==> config.mk <==
export PLATFORM = sky130hd
export DESIGN_NAME = dlfloat16_to_int_pipe
export DESIGN_NICKNAME = d
export VERILOG_FILES = /design/src/rtl/dlfloat_pkg.sv /design/src/rtl/dlfloat16_int_rounder.sv /design/src/rtl/dlfloat16_to_int_pipe.sv
export SDC_FILE = /design/constraint.sdc
export NUM_CORES = 1
export LEC_CHECK = 0
export ABC_AREA = 1
export BUFFER_PORTS_ARGS = -buffer_cell sky130_fd_sc_hd__buf_2
export CORE_MARGIN = 2
export CORE_UTILIZATION = 55
export DETAILED_ROUTE_END_ITERATION = 7
export MAX_ROUTING_LAYER = met4
export PLACE_DENSITY = 0.87
export SYNTH_ARGS = -nofsm -noshare
export SYNTH_HDL_FRONTEND = slang
export SYNTH_HIERARCHICAL = 1
export SYNTH_SLANG_ARGS = --single-unit
==> constraint.sdc <==
create_clock -name clk -period 3.5 [get_ports clk]
set_input_delay 0.7 -clock clk [delete_from_list [all_inputs] [get_ports clk]]
set_output_delay 0.7 -clock clk [all_outputs]
set_load 0.02 [all_outputs]
==> src/rtl/dlfloat_pkg.sv <==
// dlfloat_pkg: shared DLFloat16 format constants, rounding modes and exception flag indices
package dlfloat_pkg;
  localparam int DLF_EXP_W = 6;
  localparam int DLF_MAN_W = 9;
  localparam int DLF_BIAS = 31;
  typedef enum logic [2:0] {
    RM_RNE = 3'd0,
    RM_RTZ = 3'd1,
    RM_RDN = 3'd2,
    RM_RUP = 3'd3,
    RM_RMM = 3'd4
  } rm_e;
  localparam int NV = 4;
  localparam int DZ = 3;
  localparam int OF = 2;
  localparam int UF = 1;
  localparam int NX = 0;
endpackage

==> src/rtl/dlfloat16_int_rounder.sv <==
// dlfloat16_int_rounder: rounds an aligned magnitude to an integer and saturates it into the result range
module dlfloat16_int_rounder
  import dlfloat_pkg::*;
#(
  parameter int OUT_W = 32,
  parameter bit SIGNED_OUT = 1'b1
) (
  input  logic             sign,
  input  logic             zero,
  input  logic             special,
  input  logic [31:0]      mag,
  input  logic             guard,
  input  logic             sticky,
  input  logic [2:0]       rm,
  output logic [OUT_W-1:0] result,
  output logic [4:0]       flags
);
  localparam logic [32:0] POS_MAX = SIGNED_OUT ? (33'd1 << (OUT_W - 1)) - 33'd1 : (33'd1 << OUT_W) - 33'd1;
  localparam logic [32:0] NEG_MAX = SIGNED_OUT ? 33'd1 << (OUT_W - 1) : 33'd0;
  logic inc, ovf, nv, nx;
  logic [32:0] rmag;
  always_comb begin
    inc = rm == RM_RTZ ? 1'b0 :
          rm == RM_RDN ? sign & (guard | sticky) :
          rm == RM_RUP ? !sign & (guard | sticky) :
          rm == RM_RMM ? guard :
          guard & (sticky | mag[0]);
    rmag = {1'b0, mag} + {32'd0, inc};
    ovf = sign ? rmag > NEG_MAX : rmag > POS_MAX;
    nv = !zero & (special | ovf);
    nx = !zero & !nv & (guard | sticky);
    result = zero ? '0 :
             nv ? OUT_W'(sign ? NEG_MAX : POS_MAX) :
             sign ? OUT_W'(33'd0 - rmag) : OUT_W'(rmag);
    flags = '0;
    flags[NV] = nv;
    flags[NX] = nx;
  end
endmodule

==> src/rtl/dlfloat16_to_int_pipe.sv <==
// dlfloat16_to_int_pipe: two-stage DLFloat16 to integer converter with valid/ready flow control and sticky flags
module dlfloat16_to_int_pipe
  import dlfloat_pkg::*;
#(
  parameter int OUT_W = 32,
  parameter bit SIGNED_OUT = 1'b1
) (
  input  logic             clk,
  input  logic             rst,
  input  logic             in_valid,
  output logic             in_ready,
  input  logic [15:0]      float_in,
  input  logic [2:0]       rm,
  output logic             out_valid,
  input  logic             out_ready,
  output logic [OUT_W-1:0] int_out,
  output logic [4:0]       exceptions,
  input  logic             flag_clr,
  output logic [4:0]       flags_sticky
);
  localparam int FRAC = DLF_BIAS + DLF_MAN_W;
  localparam int VW = 32 + FRAC;
  logic advance, s1_valid, s1_sign, s1_zero, s1_special, s1_guard, s1_sticky;
  logic [31:0] s1_mag;
  logic [2:0] s1_rm;
  logic [DLF_EXP_W-1:0] exp_f;
  logic [VW-1:0] aligned;
  logic [OUT_W-1:0] rnd_result;
  logic [4:0] rnd_flags;
  assign advance = !out_valid || out_ready;
  assign in_ready = advance;
  assign exp_f = float_in[DLF_MAN_W +: DLF_EXP_W];
  assign aligned = VW'({1'b1, float_in[DLF_MAN_W-1:0]}) << exp_f;
  dlfloat16_int_rounder #(.OUT_W(OUT_W), .SIGNED_OUT(SIGNED_OUT)) u_rounder (
    .sign(s1_sign),
    .zero(s1_zero),
    .special(s1_special),
    .mag(s1_mag),
    .guard(s1_guard),
    .sticky(s1_sticky),
    .rm(s1_rm),
    .result(rnd_result),
    .flags(rnd_flags)
  );
  always_ff @(posedge clk or posedge rst) begin
    if (rst) begin
      s1_valid <= 1'b0;
      s1_sign <= 1'b0;
      s1_zero <= 1'b0;
      s1_special <= 1'b0;
      s1_mag <= '0;
      s1_guard <= 1'b0;
      s1_sticky <= 1'b0;
      s1_rm <= '0;
      out_valid <= 1'b0;
      int_out <= '0;
      exceptions <= '0;
      flags_sticky <= '0;
    end else begin
      if (advance) begin
        s1_valid <= in_valid;
        s1_sign <= float_in[15];
        s1_zero <= exp_f == '0;
        s1_special <= &exp_f;
        s1_mag <= aligned[VW-1:FRAC];
        s1_guard <= aligned[FRAC-1];
        s1_sticky <= |aligned[FRAC-2:0];
        s1_rm <= rm;
        out_valid <= s1_valid;
        int_out <= rnd_result;
        exceptions <= rnd_flags;
      end
      if (out_valid && out_ready) flags_sticky <= (flag_clr ? 5'd0 : flags_sticky) | exceptions;
      else if (flag_clr) flags_sticky <= '0;
    end
  end
endmodule

==> flow_summary.yaml <==
run_status:
  status: "complete, no violations"
clock_tree:
  cts_sinks: 84
  cts_made_buffers: 9
  cts_tree: "done"
  cts_hold_buf: 0
  insertion_delay_ps: 350
  ctsLongestPathBuffers: 2
  cts_root_buf: "clkbuf_16"
  htreeDepth: 3
  clk_pin_slew_worst_paths_ps: 70
grt:
  grt_first_pass_wirelength_um: 34110
  overflow: 0
  grt_usage_pct: 30.76
  grt_pass1_vias: 7142
  grt_max_degree: 85
  antenna_found_initial: 0
floorplan:
  std_cell_rows: 42
  pin_count: 68
  chipWidth_um: 119.0
  start_util_pct: 55.59
  dieHeight_um: 119.0
  core_area_um2: 13090
  dieArea_um2: 14160
power:
  p_total_mw: 3.586
  switching_power_mw: 1.490
  p_comb_share_pct: 39.5
  pwr-share-clk_pct: 25.3
  internal_power_mw: 2.096
  p_sw_share_pct: 41.54
  leakage_nw: 4.282
  peakVddDrop_uv: 248.1
  power_density_nw_per_um2: 431.9
  seq_power_share_pct: 35.2
timing:
  period_share_pct: 97.10
  finalCriticalPeriod_ps: 3399
  drv_slew: 0
  holdWs_ps: 450.0
  rsz0062_at_grt: "true"
  slew_headroom_pct: 34.06
  fin_skew_ps: 9.989
  worstMarginPinSlew_ps: 989.1
  setup_viol: 0
  hold_viol: 0
  max_freq_mhz: 294.2
placed_design:
  portBuffers: 67
  gp_congestion: 1.019
  placed_area_um2: 7695
  dpl.hpwl_um: 15850
detailed_routing:
  ant_nets: 0
  vias: 7882
  drc: 0
  routed_wl_um: 21390
  wl_per_cell_um: 15.01
  via_per_inst: 5.531
  first_pass_iters: 6
  drt_iter0_drc: 819
yosys:
  synth_area_um2: 7274
  avgSynthCellArea_um2: 6.186
  ys_seq_area_share_pct: 28.90
  synth_cell_type_count: 41
  yosysWarnings: 6
  synthCells: 1176
  synth-seq-cells: 84
layout:
  nNetsFinal: 1272
  diodes: 0
  drive_gt1_share_pct: 19.86
  final_area_um2: 8304
  area_delta_synth_final_pct: 14.16
worst_setup_path:
  start_kind: "flop"
  cp_slowest_cell: "dfrtp_2"
  worstPathRequired_ps: 3790
  crit_top_cell: "nand2_1"
  slowest_delay_ps: 440
  endpoint_kind: "flop"
  worstPathArrival_ps: 3690
  crit_chain: "o21ai_1 > o21ai_1 > o311ai_2 > o41ai_2 > ha_2 > inv_2 > nand2_1 > nand2_2 > ha_1 > nand3_1 > a21oi_2 > nand3_2 > nor2_4 > nand3_4 > buf_4 > nand2_1 > nand2_1 > xor2_1 > nor2_1 > nor2_2 > nand2_1 > nand2_1"
  path_delay_family: "simple AND/OR/NAND/NOR gates"
  critPathKind: "reg -> reg"
  crit_buf_inv: 2
  crit_fanout: 5
worst_hold_path:
  hp-class: "reg -> reg"
job:
  drv_cap: 0
[synthesized netlist by cell type]
library cell / count / share of area, %
ha_1: 4 / 0.69
nor2_1: 141 / 7.3
buf_12: 1 / 0.28
o21ai_0: 44 / 3.0
clkbuf_1: 15 / 0.77
o41ai_1: 1 / 0.12
buf_2: 8 / 0.55
nor2_4: 14 / 2.2
nand2_1: 501 / 26
buf_6: 8 / 1.2
xnor2_1: 4 / 0.48
nand2_2: 15 / 1.3
o21bai_1: 2 / 0.21
nand3_4: 1 / 0.24
a32o_1: 6 / 0.83
clkinv_1: 2 / 0.10
nand3b_1: 5 / 0.52
nor3_1: 2 / 0.14
o21ai_1: 3 / 0.21
buf_1: 2 / 0.10
nand3_2: 13 / 1.8
o22ai_1: 6 / 0.52
nor2_8: 1 / 0.28
dfrtp_1: 84 / 29
nand2_4: 8 / 1.2
buf_4: 8 / 0.83
conb_1: 1 / 0.052
a21oi_2: 11 / 1.3
inv_1: 77 / 4.0
a21oi_1: 5 / 0.34
inv_2: 7 / 0.36
a21oi_4: 1 / 0.22
xor2_1: 20 / 2.4
nand4_1: 13 / 1.1
a22o_1: 5 / 0.60
a21o_1: 1 / 0.10
nor4_1: 1 / 0.086
nand3_1: 110 / 7.6
nor2_2: 23 / 2.0
o21ai_2: 1 / 0.12
o311ai_0: 1 / 0.12
[logic make-up after synthesis]
logic type | share of synthesized area [%]
other | 0.05155
AOI/OAI and AO/OA | 7.740
DFF | 28.90
buffers and inverters | 8.205
adders and majority gates | 0.6880
and+or+nand+nor | 51.53
xor gates and xnor gates | 2.890
[cell usage in the layout, fill, tap and decap left out, types with 15 or more instances in the layout]
cell,n
xor2_1,20
nand2_1,491
dfrtp_1,81
nor2_2,33
nor2_4,21
nand3_2,15
buf_4,22
inv_1,74
nand2_2,22
buf_2,67
o21ai_0,42
nand3_1,107
nor2_1,127
[metrics by stage]
| step | instances | utilization (%) | TNS, ps | setup WS [ps] |
|---|---|---|---|---|
| detailed placement | 1392 | 58.81 | -509.1 | -63.70 |
| global placement | 1392 | 58.81 | 0 | 123.2 |
| floorplan | 1178 | - | 0 | 1.980 |
| CTS | 1409 | 61.24 | 0 | 11.01 |
| global route | 1425 | 63.46 | -1243 | -99.29 |
| finish | 1425 | 63.46 | 0 | 101.4 |
[area by class of cell]
class / count / area [µm²]
clock buffer: 9 / 225.2
clock inverter: 7 / 58.81
fill: 1150 / 4781
inverter: 86 / 324.1
multi-input combinational: 969 / 4766
sequential: 84 / 2106
tap: 176 / 220.2
timing repair buffer: 94 / 604.3
[power groups by stage]
stage | clock network [mW] | logic [mW] | registers (mW)
6_report | 0.908 | 1.42 | 1.26
3_5_place_dp | 0 | 1.33 | 1.27
5_1_grt | 0.962 | 1.56 | 1.28
3_3_place_gp | 0 | 1.31 | 1.26
4_1_cts | 0.911 | 1.34 | 1.26
2_1_floorplan | 0 | 0.810 | 1.42
[worst min-delay path, stage by stage (launching register included)]
cell     delay, ps
dfrtp_1        320
inv_1           50
nand2_1         50
[layer usage]
| layer | up-vias | global-route usage (%) | share of wire (%) |
|---|---|---|---|
| met5 | - | - | 0 |
| met4 | 0 | 17.19 | 5.8 |
| met3 | 101 | 4.502 | 6.9 |
| met2 | 365 | 49.89 | 48 |
| met1 | 3564 | 36.80 | 39 |
| li1 | 3852 | - | - |
[what timing repair did]
action                                  CTS  global route
endpoints found under the setup margin   31            33
pin swaps                                 1            10
gates cloned                              0             5
gates resized for setup                   4            47
setup buffers                             1            11
[final timing paths]
path                                       start                       to  slack [ps]  cells past startpoint
max                        s1_sticky$_DFFE_PP0P_  int_out[22]$_DFFE_PP0P_         100                     22
min                         s1_valid$_DFFE_PP0P_    out_valid$_DFFE_PP0P_         450                      2
max reg2reg                s1_sticky$_DFFE_PP0P_  int_out[22]$_DFFE_PP0P_         100                     22
min reg2reg                 s1_valid$_DFFE_PP0P_    out_valid$_DFFE_PP0P_         450                      2
max in group asynchronous                    rst    s1_mag[0]$_DFFE_PP0P_        2160                      3
min in group asynchronous                    rst  int_out[31]$_DFFE_PP0P_         660                      3
[state kept, by name, indices dropped and copies added (netlist names)]
signal	flops
s1_mag	32
int_out	32
exceptions	5
out_valid	1
s1_sign	1
s1_special	1
s1_guard	1
s1_valid	1
s1_sticky	1
s1_rm	3
flags_sticky	5
s1_zero	1
Note: power is estimated with default switching activity, not from simulation.
